File: src/rtl/spi_pkg.sv
// spi_pkg: shared widths, register map addresses and controller FSM states for the SPI write protocol
package spi_pkg;
  localparam int FRAME_W = 16;
  localparam int WRITE_BIT = 15;
  localparam int ADDR_W = 7;
  localparam int DATA_W = 8;
  localparam logic [ADDR_W-1:0] ADDR_EN_OUT_7_0 = 7'h00;
  localparam logic [ADDR_W-1:0] ADDR_EN_OUT_15_8 = 7'h01;
  localparam logic [ADDR_W-1:0] ADDR_EN_PWM_7_0 = 7'h02;
  localparam logic [ADDR_W-1:0] ADDR_EN_PWM_15_8 = 7'h03;
  localparam logic [ADDR_W-1:0] ADDR_PWM_DUTY = 7'h04;
  typedef enum logic [2:0] {IDLE, SETUP, HIGH, LOW, HOLD, GAP} state_t;
endpackage

File: src/rtl/spi_phase_timer.sv
// spi_phase_timer: loadable down-counter whose zero state marks the last cycle of a phase
module spi_phase_timer #(
  parameter int W = 2
) (
  input  logic         clk,
  input  logic         rst,
  input  logic         load,
  input  logic [W-1:0] load_val,
  output logic [W-1:0] cnt,
  output logic         tc
);
  assign tc = cnt == '0;
  // reload on every phase change, otherwise count down and park at zero
  always_ff @(posedge clk or posedge rst)
    if (rst) cnt <= '0;
    else if (load) cnt <= load_val;
    else if (!tc) cnt <= cnt - 1'b1;
endmodule

File: src/rtl/spi_controller.sv
// spi_controller: SPI mode-0 register-write initiator; define SPI_CTRL_ADDR_CHECK_EN to reject addresses above MAX_ADDR
module spi_controller
  import spi_pkg::*;
#(
  parameter int HALF_PERIOD = 4,
  parameter int GAP_CYCLES = 4,
  parameter logic [ADDR_W-1:0] MAX_ADDR = 7'h04
) (
  input  logic              clk,
  input  logic              rst,
  input  logic              req_valid,
  output logic              req_ready,
  input  logic [ADDR_W-1:0] req_addr,
  input  logic [DATA_W-1:0] req_data,
  output logic              SCLK,
  output logic              nCS,
  output logic              COPI,
  output logic              busy,
  output logic              done,
  output logic              err
);
  localparam int CW = $clog2(HALF_PERIOD > GAP_CYCLES ? HALF_PERIOD : GAP_CYCLES);
  localparam logic [CW-1:0] HP_LD = CW'(HALF_PERIOD - 1);
  localparam logic [CW-1:0] GAP_LD = CW'(GAP_CYCLES - 1);
  state_t state;
  logic [FRAME_W-1:0] sr, frame;
  logic [3:0] bit_cnt;
  logic [CW-1:0] cnt;
  logic tc, accept, bad, load;
  assign frame = {1'b1, req_addr, req_data};
  assign accept = req_valid && req_ready;
`ifdef SPI_CTRL_ADDR_CHECK_EN
  assign bad = req_addr > MAX_ADDR;
`else
  assign bad = 1'b0;
`endif
  assign load = accept || (state != IDLE && tc);
  spi_phase_timer #(.W(CW)) u_timer (
    .clk(clk),
    .rst(rst),
    .load(load),
    .load_val(state == HOLD ? GAP_LD : HP_LD),
    .cnt(cnt),
    .tc(tc)
  );
  // frame sequencer; every pin is a register so SCLK/nCS/COPI never glitch
  always_ff @(posedge clk or posedge rst)
    if (rst) begin
      state <= IDLE;
      sr <= '0;
      bit_cnt <= '0;
      req_ready <= 1'b1;
      SCLK <= 1'b0;
      nCS <= 1'b1;
      COPI <= 1'b0;
      busy <= 1'b0;
      done <= 1'b0;
      err <= 1'b0;
    end else begin
      done <= (state == HOLD && tc && GAP_CYCLES == 1) || (state == GAP && cnt == CW'(1));
      err <= accept && bad;
      case (state)
        IDLE: if (accept && !bad) begin
          state <= SETUP;
          sr <= frame;
          req_ready <= 1'b0;
          busy <= 1'b1;
          nCS <= 1'b0;
          COPI <= frame[WRITE_BIT];
        end
        SETUP, LOW: if (tc) begin
          state <= HIGH;
          SCLK <= 1'b1;
        end
        HIGH: if (tc) begin
          SCLK <= 1'b0;
          bit_cnt <= bit_cnt + 4'd1;
          state <= bit_cnt == 4'd15 ? HOLD : LOW;
          sr <= sr << 1;
          COPI <= bit_cnt == 4'd15 ? COPI : sr[FRAME_W-2];
        end
        HOLD: if (tc) begin
          state <= GAP;
          nCS <= 1'b1;
          COPI <= 1'b0;
        end
        GAP: if (tc) begin
          state <= IDLE;
          req_ready <= 1'b1;
          busy <= 1'b0;
        end
        default: state <= IDLE;
      endcase
    end
endmodule

File: config.mk
export PLATFORM = sky130hd
export DESIGN_NAME = spi_controller
export DESIGN_NICKNAME = d
export VERILOG_FILES = /design/src/rtl/spi_pkg.sv /design/src/rtl/spi_phase_timer.sv /design/src/rtl/spi_controller.sv
export SDC_FILE = /design/constraint.sdc
export NUM_CORES = 1
export LEC_CHECK = 0
export BUFFER_PORTS_ARGS = -buffer_cell sky130_fd_sc_hd__buf_2
export CORE_UTILIZATION = 40
export DETAILED_ROUTE_END_ITERATION = 8
export PLACE_DENSITY = 0.67
export SLEW_MARGIN = 20
export SYNTH_ARGS = -nofsm -noshare
export SYNTH_HDL_FRONTEND = slang
export SYNTH_SLANG_ARGS = --single-unit
File: constraint.sdc
create_clock -name clk -period 2.13 [get_ports clk]
set_input_delay 0.3195 -clock clk [delete_from_list [all_inputs] [get_ports clk]]
set_output_delay 0.3195 -clock clk [all_outputs]
set_load 0.1 [all_outputs]
==> metrics.txt <==
Max Fanout on Critical Path 13; final worst setup slack 0.221 ns; CTS resizes 0; clock tree buffer depth 2; final setup vio count 0; status finished, final reports clean; Clock Skews between 0.01 and 0.015 ns; Total GRT Usage 0.161; fillers approximately 360; switching power ~230 uW; vias in the first global route 1069; Comb power frac 0.042; internal power 847 uW; leak pwr between 0.0007 and 0.0008 uW; worst slew pin tran between 0.6 and 0.7 ns; critical path type register to register; Residual DRC 0; DR WL/cell 13.0 um; final WL between 2000 and 3000 um; Total Nets Final about 190; die width between 60 and 70 um; Area growth, synth to finish 13.7%; fin crit period approximately 1.9 ns; sequential share of the synthesized area 0.503; WP data required approximately 2.3 ns; syn_area_per_cell roughly 10 um2; Vias/cell just over 5; CTS root buffer clkbuf_8; Sw Share 0.215; vias 1079; ANT nets after route 0; Die Span Y around 63 um; row count 21; Hold Vio Cnt, Final 0; Max VDD drop between 0.2 and 0.3 mV; TNS Setup 0 ns; fmax 0.524 GHz; antenna violations before repair 0; FF+latch count, synth 30; hpwl dp 1990 um; synthesized area approximately 1500 um2; CTS tree built; Starting Density 0.432; grt ovf 0; Slew Limit Fails 0; Cell variety after synth 37; die area between 3000 and 4000 um2; ys flop type dfrtp_1; synthesized instance count approximately 140; pre-CTS setup slack 0.241 ns; Syn. warnings 0; syn_nets approximately 170; Reg clk slew, reported paths 0.07 ns; pwr dens between 600 and 700 nW/um2; worst min path class input pin to async pin; Core Util, Final 0.491; gpl congestion between 0.8 and 0.9; postcts setup bufs 0; largest net degree at the start of global routing 30; RSZ-0062 raised after global routing false; number of diodes 0; Slew HR 0.595; R2R cell count 6; critical path capture point type register; WP data arrival about 2.1 ns; Tot Pwr between 1000 and 1500 uW; worst-skew pair later-pin latency roughly 0.28 ns; total clock sinks 30; Boundary Pins 25; first-pass GRT wire length ~4800 um; max_cap viols 0; H-tree depth 2; cts bufs inserted 5; Reg area 753 um2; ys async rst share 1.00; number of enable flip-flop cells after synthesis 0; Starting DRT DRC Count 39; IO Port Bufs 23; Hold WS ~0.096 ns; layout cells sized above 1 0.244; multi-input logic area 641 um2; final worst-path cycle share 0.896; register share of total power 0.529; CP Launch Type register; Hold-fix buffers, CTS 0; drt pass-1 iters 4; clock network power share 0.429; core outline area around 3500 um2
==> Yosys cell counts, types with 2 or more instances <==
| cell | instances | area [um2] |
|---|---|---|
| dfrtp_1 | 28 | 701 |
| nand2_1 | 20 | 75.1 |
| o21ai_1 | 15 | 75.1 |
| mux2i_1 | 14 | 140 |
| nor2_1 | 9 | 33.8 |
| inv_1 | 7 | 26.3 |
| a21oi_1 | 4 | 20.0 |
| buf_6 | 4 | 45.0 |
| a31oi_1 | 3 | 18.8 |
| ha_1 | 3 | 37.5 |
| o21ai_0 | 3 | 15.0 |
| a32o_1 | 2 | 20.0 |
| and3_1 | 2 | 12.5 |
| buf_2 | 2 | 10.0 |
| buf_4 | 2 | 15.0 |
| dfstp_2 | 2 | 52.6 |
| mux2_1 | 2 | 22.5 |
| nor2b_1 | 2 | 12.5 |
| xnor2_1 | 2 | 17.5 |
==> cells by family after synthesis <==
logic type,Yosys count,synth area share
xor gates and xnor gates,3,0.0175
buffers and inverters,17,0.0693
muxes,16,0.109
DFF,30,0.503
other,1,0.00250
adders and majority gates,3,0.0251
and+or+nand+nor,42,0.146
AOI/OAI and AO/OA,32,0.128
==> critical path, cell delays in order, from the launching register on <==
cell,delay (ns)
dfrtp_1,0.38
inv_1,0.09
ha_1,0.42
nand3b_1,0.15
or2_1,0.26
a21oi_1,0.15
mux2_1,0.34
==> placed cells by master, fill, tap and decap left out, types with 3 or more instances in the layout <==
cell type | synthesis | final
inv_1 | 7 | 7
o21ai_0 | 3 | 3
nor2_1 | 9 | 9
clkbuf_8 | 0 | 6
dfrtp_1 | 28 | 28
a31oi_1 | 3 | 3
mux2i_1 | 14 | 14
nand2_1 | 20 | 20
o21ai_1 | 15 | 15
a21oi_1 | 4 | 4
buf_2 | 2 | 23
ha_1 | 3 | 3
==> worst paths after layout <==
check	end	from	slack, ns
max	COPI	u_timer.cnt[0]	0.22
min reg2reg	sr[10]	sr[10]	0.49
min	SCLK	rst	0.1
max in group asynchronous	sr[10]	rst	1.39
max reg2reg	COPI	u_timer.cnt[0]	0.22
min in group clk	sr[9]	req_addr[1]	0.32
==> metal layers <==
metal  share of wire  track usage  vias to the layer above
met5               0            0                        -
met4           0.021       0.0824                        0
met2            0.49        0.250                       33
met1            0.43        0.191                      507
li1                -            -                      534
met3           0.060       0.0634                        5
==> state kept, by name, indices dropped and copies added (netlist names) <==
signal,count
SCLK,1
u_timer.cnt,2
bit_cnt,4
busy,1
nCS,1
state,3
sr,15
done,1
COPI,1
req_ready,1
==> power groups by stage <==
stage                     clock network [uW]  registers, uW  logic, uW
after floorplan                            0            580       24.8
after global routing                     507            570       51.3
after CTS                                481            570       46.5
after global placement                     0            580       44.6
after detailed placement                   0            580       46.3
final                                    463            570       45.2
==> metrics by stage <==
| stage | area [um2] | std cells |
|---|---|---|
| after floorplan | 1500 | 144 |
| after global placement | 1610 | 206 |
| after detailed placement | 1610 | 206 |
| after CTS | 1700 | 214 |
| after global routing | 1700 | 214 |
| final | 1700 | 214 |
==> layout make-up <==
cell class,count,share of cell area
Inverter,8,0.0176
Multi-Input combinational cell,97,0.376
Clock buffer,7,0.0507
Timing Repair Buffer,25,0.0764
Sequential cell,30,0.442
Clock inverter,1,0.00294
Tap cell,46,0.0338
No activity file was read; power rests on OpenSTA's default activity.
